File: config.mk
export PLATFORM = sky130hd
export DESIGN_NAME = wb_master_ctrl
export DESIGN_NICKNAME = d
export VERILOG_FILES = /design/src/rtl/wb_pkg.sv /design/src/rtl/wb_timeout_cnt.sv /design/src/rtl/wb_master_ctrl.sv
export SDC_FILE = /design/constraint.sdc
export NUM_CORES = 1
export LEC_CHECK = 0
export CORE_MARGIN = 2
export CORE_UTILIZATION = 40
export CTS_BUF_LIST = sky130_fd_sc_hd__clkbuf_4 sky130_fd_sc_hd__clkbuf_8
export CTS_CLUSTER_SIZE = 40
export DETAILED_ROUTE_END_ITERATION = 10
export PLACE_DENSITY = 0.87
export SLEW_MARGIN = 20
export SYNTH_ARGS = -nofsm -noshare
export SYNTH_HDL_FRONTEND = slang
export SYNTH_SLANG_ARGS = --single-unit
File: constraint.sdc
create_clock -name clk -period 3.06 [get_ports clk]
set_clock_uncertainty 0.2 [all_clocks]
set_input_delay 0.612 -clock clk [delete_from_list [all_inputs] [get_ports clk]]
set_output_delay 0.612 -clock clk [all_outputs]
set_load 0.01 [all_outputs]
File: src/rtl/wb_pkg.sv
// Shared types for the Wishbone classic master controller.
//   rsp_code_e : completion code returned with every response
//   state_e    : controller FSM states
//   cnt_w()    : counter width able to hold 0..max_val, never below 1 bit
package wb_pkg;

  typedef enum logic [1:0] {
    RSP_OK       = 2'd0,
    RSP_ERR      = 2'd1,
    RSP_RTY_FAIL = 2'd2,
    RSP_TIMEOUT  = 2'd3
  } rsp_code_e;

  typedef enum logic [1:0] {
    ST_IDLE,
    ST_BUS,
    ST_BACKOFF,
    ST_RESP
  } state_e;

  function automatic int unsigned cnt_w(input int unsigned max_val);
    int unsigned w;
    w = $clog2(max_val + 1);
    return (w < 1) ? 1 : w;
  endfunction

endpackage

File: src/rtl/wb_timeout_cnt.sv
// Bus-phase watchdog for the Wishbone master.
//   clk, nrst : clock, asynchronous active-low reset
//   clear     : synchronous clear (held while the master is not in a bus phase)
//   enable    : count one bus cycle without termination
//   expired   : the current bus cycle is cycle LIMIT of the phase
// The count saturates at LIMIT-1 so it can never wrap.
module wb_timeout_cnt
  import wb_pkg::*;
#(
  parameter int unsigned LIMIT = 256
) (
  input  logic clk,
  input  logic nrst,
  input  logic clear,
  input  logic enable,
  output logic expired
);

  localparam int unsigned CW = cnt_w(LIMIT);

  logic [CW-1:0] r_cnt;
  logic          w_at_limit;

  assign w_at_limit = (r_cnt == CW'(LIMIT - 1));
  assign expired    = enable && w_at_limit;

  always_ff @(posedge clk or negedge nrst) begin
    if (!nrst) begin
      r_cnt <= '0;
    end else if (clear) begin
      r_cnt <= '0;
    end else if (enable && !w_at_limit) begin
      r_cnt <= r_cnt + CW'(1);
    end
  end

endmodule

File: src/rtl/wb_master_ctrl.sv
// Wishbone classic single-transfer master with retry and timeout.
//   clk, nrst                          : clock, asynchronous active-low reset
//   req_valid/req_ready                : command handshake (ready only in IDLE)
//   req_we/req_adr/req_dat/req_sel     : command fields, captured on accept
//   rsp_valid/rsp_ready                : response handshake
//   rsp_dat/rsp_code                   : read data and completion code
//   wb_cyc/wb_stb/wb_we/wb_adr/
//   wb_dat_o/wb_sel                    : Wishbone master outputs (registered)
//   wb_dat_i/wb_ack/wb_err/wb_rty      : Wishbone slave inputs
module wb_master_ctrl
  import wb_pkg::*;
#(
  parameter int unsigned ADDR_W      = 32,
  parameter int unsigned DATA_W      = 32,
  parameter int unsigned SEL_W       = DATA_W / 8,
  parameter int unsigned TIMEOUT_CYC = 256,
  parameter int unsigned MAX_RETRY   = 3
) (
  input  logic              clk,
  input  logic              nrst,
  input  logic              req_valid,
  output logic              req_ready,
  input  logic              req_we,
  input  logic [ADDR_W-1:0] req_adr,
  input  logic [DATA_W-1:0] req_dat,
  input  logic [SEL_W-1:0]  req_sel,
  output logic              rsp_valid,
  input  logic              rsp_ready,
  output logic [DATA_W-1:0] rsp_dat,
  output logic [1:0]        rsp_code,
  output logic              wb_cyc,
  output logic              wb_stb,
  output logic              wb_we,
  output logic [ADDR_W-1:0] wb_adr,
  output logic [DATA_W-1:0] wb_dat_o,
  output logic [SEL_W-1:0]  wb_sel,
  input  logic [DATA_W-1:0] wb_dat_i,
  input  logic              wb_ack,
  input  logic              wb_err,
  input  logic              wb_rty
);

  localparam int unsigned RETRY_W = cnt_w(MAX_RETRY);

  state_e               r_state;
  logic [RETRY_W-1:0]   r_retry_cnt;
  logic                 r_req_ready;
  logic                 r_rsp_valid;
  logic [DATA_W-1:0]    r_rsp_dat;
  rsp_code_e            r_rsp_code;
  logic                 r_cyc;
  logic                 r_stb;
  logic                 r_we;
  logic [ADDR_W-1:0]    r_adr;
  logic [DATA_W-1:0]    r_dat_o;
  logic [SEL_W-1:0]     r_sel;

  logic                 w_in_bus;
  logic                 w_tmo_clear;
  logic                 w_tmo_expired;

  assign w_in_bus    = (r_state == ST_BUS);
  assign w_tmo_clear = !w_in_bus;

  // Cleared outside BUS so every bus phase (including after a backoff)
  // starts its own timeout window.
  wb_timeout_cnt #(
    .LIMIT (TIMEOUT_CYC)
  ) u_timeout (
    .clk     (clk),
    .nrst    (nrst),
    .clear   (w_tmo_clear),
    .enable  (w_in_bus),
    .expired (w_tmo_expired)
  );

  always_ff @(posedge clk or negedge nrst) begin
    if (!nrst) begin
      r_state     <= ST_IDLE;
      r_retry_cnt <= '0;
      r_req_ready <= 1'b0;
      r_rsp_valid <= 1'b0;
      r_rsp_dat   <= '0;
      r_rsp_code  <= RSP_OK;
      r_cyc       <= 1'b0;
      r_stb       <= 1'b0;
      r_we        <= 1'b0;
      r_adr       <= '0;
      r_dat_o     <= '0;
      r_sel       <= '0;
    end else begin
      case (r_state)
        ST_IDLE: begin
          r_req_ready <= 1'b1;
          if (req_valid && r_req_ready) begin
            r_we        <= req_we;
            r_adr       <= req_adr;
            r_dat_o     <= req_dat;
            r_sel       <= req_sel;
            r_cyc       <= 1'b1;
            r_stb       <= 1'b1;
            r_req_ready <= 1'b0;
            r_state     <= ST_BUS;
          end
        end

        ST_BUS: begin
          // Priority ack > err > rty > timeout; a termination in the
          // final timeout cycle therefore still completes normally.
          if (wb_ack) begin
            if (!r_we) begin
              r_rsp_dat <= wb_dat_i;
            end
            r_rsp_code  <= RSP_OK;
            r_cyc       <= 1'b0;
            r_stb       <= 1'b0;
            r_rsp_valid <= 1'b1;
            r_state     <= ST_RESP;
          end else if (wb_err) begin
            r_rsp_code  <= RSP_ERR;
            r_cyc       <= 1'b0;
            r_stb       <= 1'b0;
            r_rsp_valid <= 1'b1;
            r_state     <= ST_RESP;
          end else if (wb_rty) begin
            r_cyc <= 1'b0;
            r_stb <= 1'b0;
            if (r_retry_cnt < RETRY_W'(MAX_RETRY)) begin
              r_retry_cnt <= r_retry_cnt + RETRY_W'(1);
              r_state     <= ST_BACKOFF;
            end else begin
              r_rsp_code  <= RSP_RTY_FAIL;
              r_rsp_valid <= 1'b1;
              r_state     <= ST_RESP;
            end
          end else if (w_tmo_expired) begin
            r_rsp_code  <= RSP_TIMEOUT;
            r_cyc       <= 1'b0;
            r_stb       <= 1'b0;
            r_rsp_valid <= 1'b1;
            r_state     <= ST_RESP;
          end
        end

        ST_BACKOFF: begin
          r_cyc   <= 1'b1;
          r_stb   <= 1'b1;
          r_state <= ST_BUS;
        end

        ST_RESP: begin
          if (rsp_ready) begin
            r_rsp_valid <= 1'b0;
            r_retry_cnt <= '0;
            r_req_ready <= 1'b1;
            r_state     <= ST_IDLE;
          end
        end

        default: r_state <= ST_IDLE;
      endcase
    end
  end

  assign req_ready = r_req_ready;
  assign rsp_valid = r_rsp_valid;
  assign rsp_dat   = r_rsp_dat;
  assign rsp_code  = r_rsp_code;
  assign wb_cyc    = r_cyc;
  assign wb_stb    = r_stb;
  assign wb_we     = r_we;
  assign wb_adr    = r_adr;
  assign wb_dat_o  = r_dat_o;
  assign wb_sel    = r_sel;

endmodule

==> reports/metrics.yaml <==
final_layout:
  most-common-layout-cells: "213 x clkdlybuf4s50_1, 119 x dfrtp_1, 97 x mux2_2"
  finish.net_count: 649
  fillCellCount: 854
  leading_cell_type_in_the_layout_fill_and_taps_excluded: "clkdlybuf4s50_1"
  syn_to_layout_area_delta_pct: 58.9
  post-route-util_pct: 65.3
  finish.instance_area_um2: 7450
  drive_above_1_share_pct: 24.9
  count_of_inserted_antenna_diode_cells: 0
  stdcell_count: 693
die:
  placement_rows: 39
  core_area_um2: 11400
  starting_density_of_the_core_pct: 41.1
  design.die.area_um2: 12600
  floorplan.die.width_um: 112
  floorplan.die.height_um: 112
  num_io_pins: 215
detailed_routing:
  drt_wl_total_um: 11500
  detailroute.wirelength.met3_um: 1110
  route.top_layer_used: "met4"
  initialDrtViolationCount: 124
  drcViolationCount: 0
  dr_wl_cell_um: 16.6
  ant_nets: 0
  detailroute.via_count: 3383
  first_pass_detailed_route_iteration_total: 4
  detailroute.wirelength.met2_um: 5730
  post_drt_via_cell_ratio: 4.88
  route.layer.met1.wl_um: 4470
power_and_ir_drop:
  p_per_area_nw_per_um2: 1010
  maximum_vdd_drop_uv: 611
  p_leak_nw: 3.11
  power.total_mw: 7.52
global_routing:
  first_global_vias: 3737
  grt_pass1_wl_um: 19000
  antenna_found_initial: 0
  groute.usage.overall_pct: 19.0
  grt-ovfl-total: 0
  grt_max_degree: 70
worst_setup_path:
  worst-endpoint-required_ns: 3.19
  crit_chain: "ha_1 > nand3_1 > nor2_1 > ha_1 > nand4b_1 > or3_1 > a21oi_1"
  critPathKind: "reg2reg"
  critPathMostFrequentCell: "ha_1"
  timing.critical_path.arrival_ns: 2.42
  critical-path-slowest-cell: "dfrtp_1"
  critPathCaptureType: "register"
  critical-path-max-stage-delay_ns: 0.40
  critical_path_start_type: "register"
  path_max_fanout: 12
clock_tree:
  tritoncts: "built"
  clkTransAtPathRegs_ns: 0.07
  cts_resized: 0
  root_buffer: "clkbuf_8"
  cts_buffers: 17
  worstSkewPairLatency_ns: 0.41
  htree_num_levels: 4
  tritoncts_num_sinks: 119
  cts_buffer_depth: 2
timing:
  setup_viols_final: 0
  max_freq_mhz: 437
  final-hold-violation-count: 0
  fin_setup_tns_ns: 0
  grt_setup_unrepaired: "no"
  fin_crit_ns: 2.29
  post-route-period-util_pct: 74.7
  holdWs_ns: 0.298
  drv_slew: 0
  finalWorstSetupSlack_ns: 0.773
  max_slew.worst_pin.slew_ns: 0.704
  slew_headroom_pct: 52.4
status:
  result_of_the_run: "finished clean"
place:
  dpl_worst_slack_ns: 0.511
  place_hpwl_um: 8590
  globalplace.congestion: 0.805
  portBuffers: 214
  place_inst: 661
  postPlaceCellArea_um2: 6970
yosys:
  yosysWarningCount: 0
  postSynthRegisterBits: 119
  async_reset_ff_share_pct: 100
  syn-instance-count: 314
  synth.net_count: 425
  syn_area_per_cell_um2: 14.9
  synth_top_cell_by_area: "dfrtp_1"
  yosysTopAreaCellShare_pct: 63.5
  synth_enable_flop_cells: 0
  ys_seq_area_share_pct: 63.5
  netlist-cell-type-count: 33
  synth_flop_type: "dfrtp_1"
  post_synth_main_area_contributors: "dfrtp_1 64%, mux2_2 23%, nor2_1 1.2%"
  syn-cell-area_um2: 4690
run:
  cap_violations: 0
worst_hold_path:
  class_of_the_tightest_hold_or_removal_check: "reg2reg"
## cell families after synthesis
family          count (synthesis)  synth area share [%]
flops                         119                  63.5
fa+ha+maj                       3                 0.801
mux                           103                  24.7
compound gates                 23                  2.91
simple gates                   41                  4.72
xor+xnor                        4                 0.747
buf+inv                        21                  2.62
## per-layer routing
layer	vias to the layer above	GRT usage, %
li1	1560	-
met1	1638	22.3
met2	171	31.0
met3	14	8.80
met4	0	6.26
met5	-	0
## cell usage after synthesis (2+ instances only)
| library cell | n |
|---|---|
| nor2b_1 | 4 |
| xor2_1 | 3 |
| o311ai_0 | 2 |
| mux2i_1 | 2 |
| ha_1 | 3 |
| inv_1 | 5 |
| dfrtp_1 | 119 |
| a21o_1 | 2 |
| or3_1 | 2 |
| a21oi_1 | 10 |
| nor2_1 | 15 |
| buf_6 | 4 |
| nand3_1 | 6 |
| clkbuf_1 | 3 |
| mux2_1 | 4 |
| o21ai_0 | 6 |
| mux2_2 | 97 |
| nand4b_1 | 2 |
| nand2_1 | 4 |
| buf_2 | 8 |
## final timing paths
path	end	startpoint	slack, ns	cells after the start
setup / recovery	u_timeout.r_cnt[5]	u_timeout.r_cnt[0]	0.77	7
hold / removal	rsp_code[1]	rsp_code[1]	0.30	1
setup reg to reg	u_timeout.r_cnt[5]	u_timeout.r_cnt[0]	0.77	7
hold reg to reg	rsp_code[1]	rsp_code[1]	0.30	1
max in group asynchronous	wb_dat_o[23]	nrst	1.51	3
min in group asynchronous	wb_dat_o[30]	nrst	0.45	2
## where the power goes
part | switching [mW] | internal, mW | leakage, nW
clock | 0.591 | 1.06 | 0.240
sequential | 0.419 | 2.31 | 1.44
combinational | 1.15 | 1.99 | 1.43
total | 2.15 | 5.36 | 3.11
## sequential cells by signal, summed over array words and instances (netlist names), 2 cells and up
name	flops
wb_dat_o	32
wb_sel	4
rsp_dat	32
u_timeout.r_cnt	9
r_state	2
rsp_code	2
r_retry_cnt	2
wb_adr	32
## critical path: cells and delay by family, from the launching register on
family	cells	cell delay [ns]
AOI/OAI and AO/OA	1	0.14
DFF	1	0.40
and+or+nand+nor	4	0.88
adders and majority gates	2	0.59
## cell type report
cell class                      count  area, um^2  share of cell area [%]
Timing Repair Buffer              221        2220                    29.8
Clock inverter                      8         169                    2.27
Inverter                            5        18.8                   0.252
Sequential cell                   119        2980                    40.0
Clock buffer                       23         298                    4.00
Multi-Input combinational cell    174        1590                    21.3
Tap cell                          143         179                    2.40
## repair_timing
action                                 4_1_cts  5_1_grt
setup buffers                                0        0
endpoints found under the hold margin       18        0
hold buffers                                 1        0
Note: power is estimated with default switching activity, not from simulation.
